==> config.mk <==
export PLATFORM = sky130hd
export DESIGN_NAME = mem_stage
export DESIGN_NICKNAME = d
export VERILOG_FILES = /design/src/rtl/mem_stage.sv
export SDC_FILE = /design/constraint.sdc
export NUM_CORES = 1
export LEC_CHECK = 0
export CAP_MARGIN = 15
export CORE_MARGIN = 4
export CORE_UTILIZATION = 40
export CTS_BUF_LIST = sky130_fd_sc_hd__clkbuf_16
export DETAILED_ROUTE_END_ITERATION = 12
export PLACE_DENSITY = 0.85
export SYNTH_ARGS = -nofsm -noshare
export SYNTH_HDL_FRONTEND = slang
export SYNTH_SLANG_ARGS = --single-unit
==> constraint.sdc <==
create_clock -name clk -period 2.25 [get_ports clk]
set_clock_uncertainty 0.05 [all_clocks]
set_input_delay 0.45 -clock clk [delete_from_list [all_inputs] [get_ports clk]]
set_output_delay 0.45 -clock clk [all_outputs]
set_load 0.005 [all_outputs]
==> src/rtl/mem_stage.sv <==
// mem_stage -- memory-access stage of the in-order pipeline.
//
// Takes an instruction from EX, waits for its load response from the data
// SRAM when one is needed, aligns and extends the loaded data, and hands the
// result to WB. A one-entry response buffer holds load data that arrives
// while WB is stalled. After an exception flush, responses still owed to
// killed requests are counted and silently dropped.
//
// Ports
//   clk, resetn         clock; synchronous active-low reset
//   es_to_ms_valid      EX holds a valid instruction
//   es_rf_collect[38:0] {res_from_mem, rf_we, rf_waddr[4:0], ex_result[31:0]}
//   es_mem_inst_bus[4:0]{ld_b, ld_bu, ld_h, ld_hu, ld_w}
//   es_pc[31:0]         PC of the EX instruction
//   es_to_ms_bus[6:0]   {ale, adef, ine, syscall, brk, int, ertn}
//   data_req_accepted   EX data request handshake completed this cycle
//   data_sram_data_ok   data SRAM response strobe
//   data_sram_rdata     data SRAM response word
//   ws_allowin          WB can accept an instruction
//   except_flush        kill the instruction in MEM
//   ms_allowin          MEM can accept an instruction
//   ms_to_ws_valid      MEM presents a finished instruction to WB
//   ms_to_ws_bus[76:0]  {rf_we, rf_waddr, final_result, ms_pc, ms_except}
//   ms_rf_collect[38:0] forwarding info for ID
//   ms_data_pending     MEM is still waiting for load data
//   ms_except[6:0]      exception bits of the valid MEM instruction
//   ms_pc[31:0]         PC of the MEM instruction
module mem_stage (
   input  logic        clk,
   input  logic        resetn,
   input  logic        es_to_ms_valid,
   input  logic [38:0] es_rf_collect,
   input  logic [4:0]  es_mem_inst_bus,
   input  logic [31:0] es_pc,
   input  logic [6:0]  es_to_ms_bus,
   input  logic        data_req_accepted,
   input  logic        data_sram_data_ok,
   input  logic [31:0] data_sram_rdata,
   input  logic        ws_allowin,
   input  logic        except_flush,
   output logic        ms_allowin,
   output logic        ms_to_ws_valid,
   output logic [76:0] ms_to_ws_bus,
   output logic [38:0] ms_rf_collect,
   output logic        ms_data_pending,
   output logic [6:0]  ms_except,
   output logic [31:0] ms_pc
);

   logic        ms_valid_q, ms_valid_d;
   logic [38:0] rf_collect_q, rf_collect_d;
   logic [4:0]  mem_inst_q, mem_inst_d;
   logic [31:0] pc_q, pc_d;
   logic [6:0]  except_q, except_d;
   logic        buf_valid_q, buf_valid_d;
   logic [31:0] rdata_buf_q, rdata_buf_d;
   logic [1:0]  outstanding_q, outstanding_d;
   logic [1:0]  discard_cnt_q, discard_cnt_d;

   logic        res_from_mem;
   logic        rf_we;
   logic [4:0]  rf_waddr;
   logic [31:0] ex_result;
   logic        ms_has_except;
   logic        need_data;
   logic        data_ok_live;
   logic        ms_ready_go;
   logic        ms_leave;
   logic [31:0] load_data;
   logic [7:0]  load_byte;
   logic [15:0] load_half;
   logic [31:0] aligned_data;
   logic [31:0] final_result;
   logic [2:0]  flush_total;

   assign res_from_mem = rf_collect_q[38];
   assign rf_we        = rf_collect_q[37];
   assign rf_waddr     = rf_collect_q[36:32];
   assign ex_result    = rf_collect_q[31:0];

   // Handshake: ertn alone is not an exception, so it still waits for data.
   // A response only counts once every killed request has been drained.
   always_comb begin
      ms_has_except   = |except_q[6:1];
      need_data       = ms_valid_q & res_from_mem & ~ms_has_except;
      data_ok_live    = data_sram_data_ok & (discard_cnt_q == 2'd0);
      ms_ready_go     = ~need_data | buf_valid_q | data_ok_live;
      ms_allowin      = ~ms_valid_q | (ms_ready_go & ws_allowin);
      ms_to_ws_valid  = ms_valid_q & ms_ready_go;
      ms_leave        = ms_to_ws_valid & ws_allowin;
      ms_data_pending = need_data & ~ms_ready_go;
   end

   // Load alignment: byte lane picked by the low address bits, half by bit 1.
   always_comb begin
      load_data = buf_valid_q ? rdata_buf_q : data_sram_rdata;
      case (ex_result[1:0])
         2'd0:    load_byte = load_data[7:0];
         2'd1:    load_byte = load_data[15:8];
         2'd2:    load_byte = load_data[23:16];
         default: load_byte = load_data[31:24];
      endcase
      load_half = ex_result[1] ? load_data[31:16] : load_data[15:0];
      if (mem_inst_q[4]) begin
         aligned_data = {{24{load_byte[7]}}, load_byte};
      end else if (mem_inst_q[3]) begin
         aligned_data = {24'd0, load_byte};
      end else if (mem_inst_q[2]) begin
         aligned_data = {{16{load_half[15]}}, load_half};
      end else if (mem_inst_q[1]) begin
         aligned_data = {16'd0, load_half};
      end else begin
         aligned_data = load_data;
      end
      final_result = res_from_mem ? aligned_data : ex_result;
   end

   assign ms_except     = except_q & {7{ms_valid_q}};
   assign ms_pc         = pc_q;
   assign ms_to_ws_bus  = {rf_we & ms_valid_q & ~ms_has_except, rf_waddr,
                           final_result, pc_q, ms_except};
   assign ms_rf_collect = {res_from_mem & ms_valid_q, rf_we & ms_valid_q,
                           rf_waddr, final_result};

   // Pipeline register: the instruction fields are only refreshed on a real
   // transfer from EX, the valid bit is killed by a flush.
   always_comb begin
      ms_valid_d   = ms_valid_q;
      rf_collect_d = rf_collect_q;
      mem_inst_d   = mem_inst_q;
      pc_d         = pc_q;
      except_d     = except_q;
      if (except_flush) begin
         ms_valid_d = 1'b0;
      end else if (ms_allowin) begin
         ms_valid_d = es_to_ms_valid;
      end
      if (es_to_ms_valid && ms_allowin) begin
         rf_collect_d = es_rf_collect;
         mem_inst_d   = es_mem_inst_bus;
         pc_d         = es_pc;
         except_d     = es_to_ms_bus;
      end
   end

   // Response buffer: keeps load data that arrived while WB was stalled.
   always_comb begin
      buf_valid_d = buf_valid_q;
      rdata_buf_d = rdata_buf_q;
      if (except_flush || ms_leave) begin
         buf_valid_d = 1'b0;
      end else if (need_data && !buf_valid_q && data_ok_live) begin
         buf_valid_d = 1'b1;
         rdata_buf_d = data_sram_rdata;
      end
   end

   // Outstanding/discard bookkeeping. On a flush every response still owed
   // (including a request accepted this cycle) must be dropped later, except
   // a response arriving in the flush cycle itself, which dies in place.
   always_comb begin
      outstanding_d = outstanding_q;
      if (data_req_accepted && !data_sram_data_ok && outstanding_q != 2'd2) begin
         outstanding_d = outstanding_q + 2'd1;
      end else if (!data_req_accepted && data_sram_data_ok && outstanding_q != 2'd0) begin
         outstanding_d = outstanding_q - 2'd1;
      end

      flush_total = {1'b0, outstanding_q} + {2'b00, data_req_accepted};
      if (data_sram_data_ok && flush_total != 3'd0) begin
         flush_total = flush_total - 3'd1;
      end

      discard_cnt_d = discard_cnt_q;
      if (except_flush) begin
         discard_cnt_d = flush_total[1:0];
      end else if (data_sram_data_ok && discard_cnt_q != 2'd0) begin
         discard_cnt_d = discard_cnt_q - 2'd1;
      end
   end

   // State register; reset wins over flush and every handshake.
   always_ff @(posedge clk) begin
      if (!resetn) begin
         ms_valid_q    <= 1'b0;
         rf_collect_q  <= 39'd0;
         mem_inst_q    <= 5'd0;
         pc_q          <= 32'd0;
         except_q      <= 7'd0;
         buf_valid_q   <= 1'b0;
         rdata_buf_q   <= 32'd0;
         outstanding_q <= 2'd0;
         discard_cnt_q <= 2'd0;
      end else begin
         ms_valid_q    <= ms_valid_d;
         rf_collect_q  <= rf_collect_d;
         mem_inst_q    <= mem_inst_d;
         pc_q          <= pc_d;
         except_q      <= except_d;
         buf_valid_q   <= buf_valid_d;
         rdata_buf_q   <= rdata_buf_d;
         outstanding_q <= outstanding_d;
         discard_cnt_q <= discard_cnt_d;
      end
   end

endmodule

=== Word level (Yosys, flattened, before mapping) ===
Cells that the tools add are included.

* Add/subtract/negate cells: 5
* Equality and inequality tests: 3
* Muxes and demuxes: 13
* Bitwise gates (word level): 19
* Reduce and logical (&&, ||, !) cells: 24

{| class="wikitable"
|+ Operator list
! kind !! number
|-
| $mux W32 || 6
|-
| $pmux W8 S3 || 1
|-
| $mux W16 || 1
|-
| $mux W2 || 5
|-
| $and A1 B1 Y1 || 9
|-
| $logic_and A1 B1 Y1 || 9
|-
| $reduce_bool A2 Y1 || 4
|-
| $and A7 B7 Y7 || 1
|-
| $not A1 Y1 || 6
|-
| $reduce_or A6 Y1 || 1
|-
| $sub A2 B1 Y2 const B || 3
|-
| $logic_not A2 Y1 || 2
|-
| $reduce_or A2 Y1 || 2
|-
| $add A2 B1 Y3 || 1
|-
| $logic_not A1 Y1 || 3
|-
| $or A1 B1 Y1 || 3
|-
| $reduce_bool A3 Y1 || 1
|-
| $add A2 B1 Y2 const B || 1
|-
| $eq A2 B1 Y1 const B || 1
|-
| $eq A2 B2 Y1 const B || 1
|-
| $ne A2 B2 Y1 const B || 1
|-
| $reduce_and A2 Y1 || 1
|-
| $logic_or A1 B1 Y1 || 1
|}

* Bits in registers: 121
* Bits of input ports: 122
* Output and inout bits: 158
* Logic and storage cells: 73

=== Logic depth before layout (Yosys ltp) ===
Gate-level depths: netlist (run 1).

* Depth after elaboration: 11
* Mapped depth: 8
* Gate-level depth less buffers: 8

=== Least setup slack after synthesis (run 1) ===
OpenSTA, ideal clock, no wires.

* Path kind: reg-to-output
* Start: register rf_collect_q[1]
* End: output ms_to_ws_bus[48]
* Arrival: 2014 ps
* Data required time: 1750 ps
* Setup slack: -264 ps
* Stages on the path, launching flop included: 8
* Path buffers: 3
* Cell sequence: dfxtp_1 > buf_6 > mux2_4 > mux4_2 > and3_4 > buf_6 > a221o_1 > buf_4

* Cells in the longest elaborated chain, start to end: 6
* Elaborated cells between the ends (all ways): 10
* Those cells by class: 2 x eq/ne; 7 x mux; 1 x reduce/logical

{| class="wikitable"
|+ RTL lines
! item !! line !! text
|-
| start: declaration || 51 || <nowiki>logic [38:0] rf_collect_q, rf_collect_d;</nowiki>
|-
| start signal: assignment || 196 || <nowiki>rf_collect_q <= rf_collect_d;</nowiki>
|-
| $mux W16 || 103 || <nowiki>load_half = ex_result[1] ? load_data[31:16] : load_data[15:0];</nowiki>
|-
| $mux W32 || 110 || <nowiki>end else if (mem_inst_q[1]) begin</nowiki>
|-
| $mux W32 || 108 || <nowiki>end else if (mem_inst_q[2]) begin</nowiki>
|-
| $mux W32 || 106 || <nowiki>end else if (mem_inst_q[3]) begin</nowiki>
|-
| $mux W32 * || 104 || <nowiki>if (mem_inst_q[4]) begin</nowiki>
|-
| $mux W32 * || 115 || <nowiki>final_result = res_from_mem ? aligned_data : ex_result;</nowiki>
|-
| end: declaration || 43 || <nowiki>output logic [76:0] ms_to_ws_bus,</nowiki>
|}

Every way passes the cells marked *; elsewhere a longest branch is shown, timed or not.

=== Worst setup path in the final report (run 1) ===
* Start: register rf_collect_q[1]
* End: output ms_rf_collect[13]

* Cells in the longest elaborated chain, start to end: 6
* Elaborated cells between the ends (all ways): 10
* Those cells by class: 2 x eq/ne; 7 x mux; 1 x reduce/logical

{| class="wikitable"
|+ RTL lines
! item !! line !! text
|-
| $mux W16 || 103 ||
|-
| $mux W32 || 110 ||
|-
| $mux W32 || 108 ||
|-
| $mux W32 || 106 ||
|-
| $mux W32 * || 104 ||
|-
| $mux W32 * || 115 ||
|-
| end: declaration || 44 || <nowiki>output logic [38:0] ms_rf_collect,</nowiki>
|}

Marked as above.

==> results.cfg, run 1 <==
[worst_setup_path]
r2r-start = except_q[1]
worst_ep_arrival_time_ps = 2400
critical_path_class = flop to output port
cp-start-kind = flop
r2r_cells = 10
path_max_fanout = 6
ff2ff_setup_slack_ps = 120
r2r-end = ms_pc[12]
critPathCaptureType = output port
cp.required_ps = 1750

[timing]
relSlewSlack_pct = 72.00
hold_viol = 0
layout_min_cycle_time_ps = 2898
fin_crit_sh_pct = 128.8
worst_slew_pin_slew_ps = 420.1
rsz0062_at_grt = yes
slew_violations = 0
setup_ws_ps = -647.9
setup-violations-final = 65
max_freq_ghz = 0.3451

[cts]
path_clk_slew_ps = 60
cts_made_buffers = 17
clock_path_buffers = 2
cts_hold_buffers = 0
cts_root_buffer = clkbuf_16
htreeDepth = 4
cts_tree = yes
clock_sink_count = 120
clkLatencyLatePin_ps = 410

[global_routing]
grt_use_total_pct = 24.96
grt_pass1_wl_um = 38870
grt_max_degree = 104
grt_antenna_before_repair = 2
grt_pass1_vias = 7275
grt_overflow = 0

[die]
coreArea_sq_um = 16820
rows = 47
die_h_um = 139.8
ioPinCount = 280
dieArea_sq_um = 19550
start_util_pct = 41.32
dieWidth_um = 139.8

[yosys]
syn_avg_cell_area_sq_um = 8.383
syn_inst = 829
synth.net_count = 955
synth.yosys.seq_area_share_pct = 34.57
ys_async_sr_fraction_pct = 0
synthesis.area_sq_um = 6949
ys.flop_type = dfxtp_1
synth_edf_count = 0
ys_ff_latch = 120
yosys_warnings = 0
yosysUniqueCellTypes = 46

[power_and_ir_drop]
p_int_mw = 4.953
power_mw = 6.727
power_frac_seq_pct = 34.5
pwr-share-clk_pct = 42.3
p_per_area_nw_per_um2 = 607.3
swShare_pct = 26.37
combPwrFrac_pct = 23.2
p_leak_nw = 4.727
switchingPower_mw = 1.774
vdd_drop_max_mv = 0.4832

[finish]
stdcell_area_sq_um = 11080
final_cells = 1343
layout-drive-gt1-share_pct = 26.67
finalNetCount = 1234
syn_to_final_growth_pct = 59.38

[place]
routabilityCongestion = 0.8719
place_ws_ps = -938.7
io_buffer_count = 278
hpwl_um = 17570
dpl_cell_area_sq_um = 9846
numPlacedInstances = 1264

[outcome]
status = complete, but fails checks
violations = negative setup slack

[worst_hold_path]
hold_class = primary input to flop
whs_path_depth = 5
whs_endpoint = buf_valid_q
hp-start = resetn

[routing]
wirelength_um = 25960
drtIter0Drc = 426
vias_per_cell = 5.299
drcViolationCount = 0
first_pass_iters = 5
num_vias = 7117
postRouteAntennaNets = 0
wl_per_cell_um = 19.33

[job]
cap_violations = 0
[critical path, cell delays in order, from the launching register on]
cell and delay (ps):
dfxtp_4 400, mux2_4 330, mux4_2 500, and3_4 210, buf_6 120, a221o_1 280, buf_2 140
[metrics by stage]
step / hold WS, ps / utilization (%) / setup TNS [ps]
6_report: 388.2 / 65.85 / -31290
5_1_grt: 395.5 / 65.85 / -35240
4_1_cts: 336.8 / 64.50 / -30740
3_5_place_dp: 399.1 / 58.54 / -51010
3_3_place_gp: 390.3 / 58.54 / -49580
2_1_floorplan: 380.1 / - / -2359
[worst max-delay path by stage]
stage                        start           endpoint  slack [ps]
5_1_grt            rf_collect_q[1]   ms_to_ws_bus[48]        -690
2_1_floorplan      rf_collect_q[1]   ms_to_ws_bus[48]        -210
6_report           rf_collect_q[1]  ms_rf_collect[13]        -650
3_5_place_dp    data_sram_rdata[7]  ms_rf_collect[15]        -940
4_1_cts            rf_collect_q[1]  ms_rf_collect[15]        -640
3_3_place_gp   data_sram_rdata[23]  ms_rf_collect[11]        -910
[power by group through the flow]
stage / combinational [mW] / clock (mW) / sequential [mW]
6_report: 1.56 / 2.85 / 2.32
5_1_grt: 1.68 / 2.99 / 2.33
2_1_floorplan: 0.727 / 0 / 2.34
4_1_cts: 1.52 / 2.88 / 2.32
3_5_place_dp: 1.50 / 0 / 2.36
3_3_place_gp: 1.47 / 0 / 2.35
[sequential cells by signal, indices dropped and copies added (netlist names)]
name,count
discard_cnt_q,2
rf_collect_q,39
except_q,7
ms_valid_q,1
rdata_buf_q,32
mem_inst_q,4
buf_valid_q,1
outstanding_q,2
ms_pc,32
[synthesized netlist by cell type (15+ instances only)]
cell type / number / area share [%]
nor2_1: 25 / 1.4
nand3_1: 36 / 2.6
buf_4: 81 / 8.8
mux2i_1: 109 / 16
clkbuf_1: 41 / 2.2
nand2_1: 179 / 9.7
a21oi_1: 39 / 2.8
buf_2: 18 / 1.3
o21ai_1: 35 / 2.5
o22a_1: 16 / 2.0
o21ai_0: 15 / 1.1
dfxtp_1: 120 / 35
[cells by family (layout without fill, tap and decap cells)]
group,Yosys count,after routing,synth area share (%)
compound gates,137,137,12.48
xor+xnor,3,3,0.3782
fa+ha+maj,4,4,0.7202
buf+inv,158,450,13.45
flops,120,120,34.57
mux,138,138,22.07
other cells,0,2,0
simple gates,269,269,16.33
[placed cells by master, fill, tap and decap left out, types with 4 or more instances in the layout]
| cell | netlist | final |
|---|---|---|
| clkdlybuf4s50_1 | 0 | 204 |
| nand2_1 | 179 | 177 |
| dfxtp_1 | 120 | 113 |
| mux2i_1 | 109 | 98 |
| buf_4 | 81 | 91 |
| buf_2 | 18 | 61 |
| o21ai_1 | 35 | 39 |
| nand3_1 | 36 | 36 |
| a21oi_1 | 39 | 33 |
| buf_6 | 2 | 28 |
| nor2_1 | 25 | 23 |
| clkbuf_16 | 0 | 19 |
| o22a_1 | 16 | 16 |
| inv_1 | 9 | 11 |
| mux4_2 | 10 | 10 |
| and2_1 | 10 | 9 |
| mux2_4 | 1 | 9 |
| o21ai_0 | 15 | 9 |
| buf_12 | 0 | 9 |
| mux2_1 | 10 | 8 |
| a221o_1 | 7 | 7 |
| mux2i_4 | 0 | 6 |
| a211oi_1 | 6 | 6 |
| mux2i_2 | 0 | 5 |
| dlygate4sd2_1 | 0 | 5 |
| o211a_1 | 5 | 4 |
| bufinv_16 | 0 | 4 |
| dfxtp_2 | 0 | 4 |
[what timing repair did]
item / CTS / global route
resized for setup: 357 / 40
pin swaps: 41 / 14
setup buffers: 35 / 9
cloned: 4 / 2
setup endpoints to repair: 68 / 149
[routing by layer]
metal	up-vias	routed length, um	global-route usage (%)
met3	65	2019	6.827
met5	-	0	0
met4	0	905	10.81
met1	3328	9675	27.61
li1	3355	-	-
met2	369	13360	44.72
[layout make-up]
| cell class | instances | area (sq um) |
|---|---|---|
| tap | 220 | 275.3 |
| multi-input combinational | 551 | 3963 |
| sequential | 120 | 2419 |
| fill | 1338 | 5743 |
| clock inverter | 15 | 186.4 |
| timing repair buffer | 406 | 3750 |
| inverter | 12 | 52.55 |
| antenna | 2 | 5.005 |
| clock buffer | 17 | 425.4 |
(Power assumes the default switching activity.)
==> run 2, diff against run 1 <==
--- a/config.mk
+++ b/config.mk
@@ -9,6 +9,7 @@
 export CORE_MARGIN = 4
 export CORE_UTILIZATION = 40
 export CTS_BUF_LIST = sky130_fd_sc_hd__clkbuf_16
+export CTS_CLUSTER_SIZE = 20
 export DETAILED_ROUTE_END_ITERATION = 12
 export PLACE_DENSITY = 0.85
 export SYNTH_ARGS = -nofsm -noshare
==> results of run 2 <==
The final DEF is identical to that of run 1; final timing and power are the same.
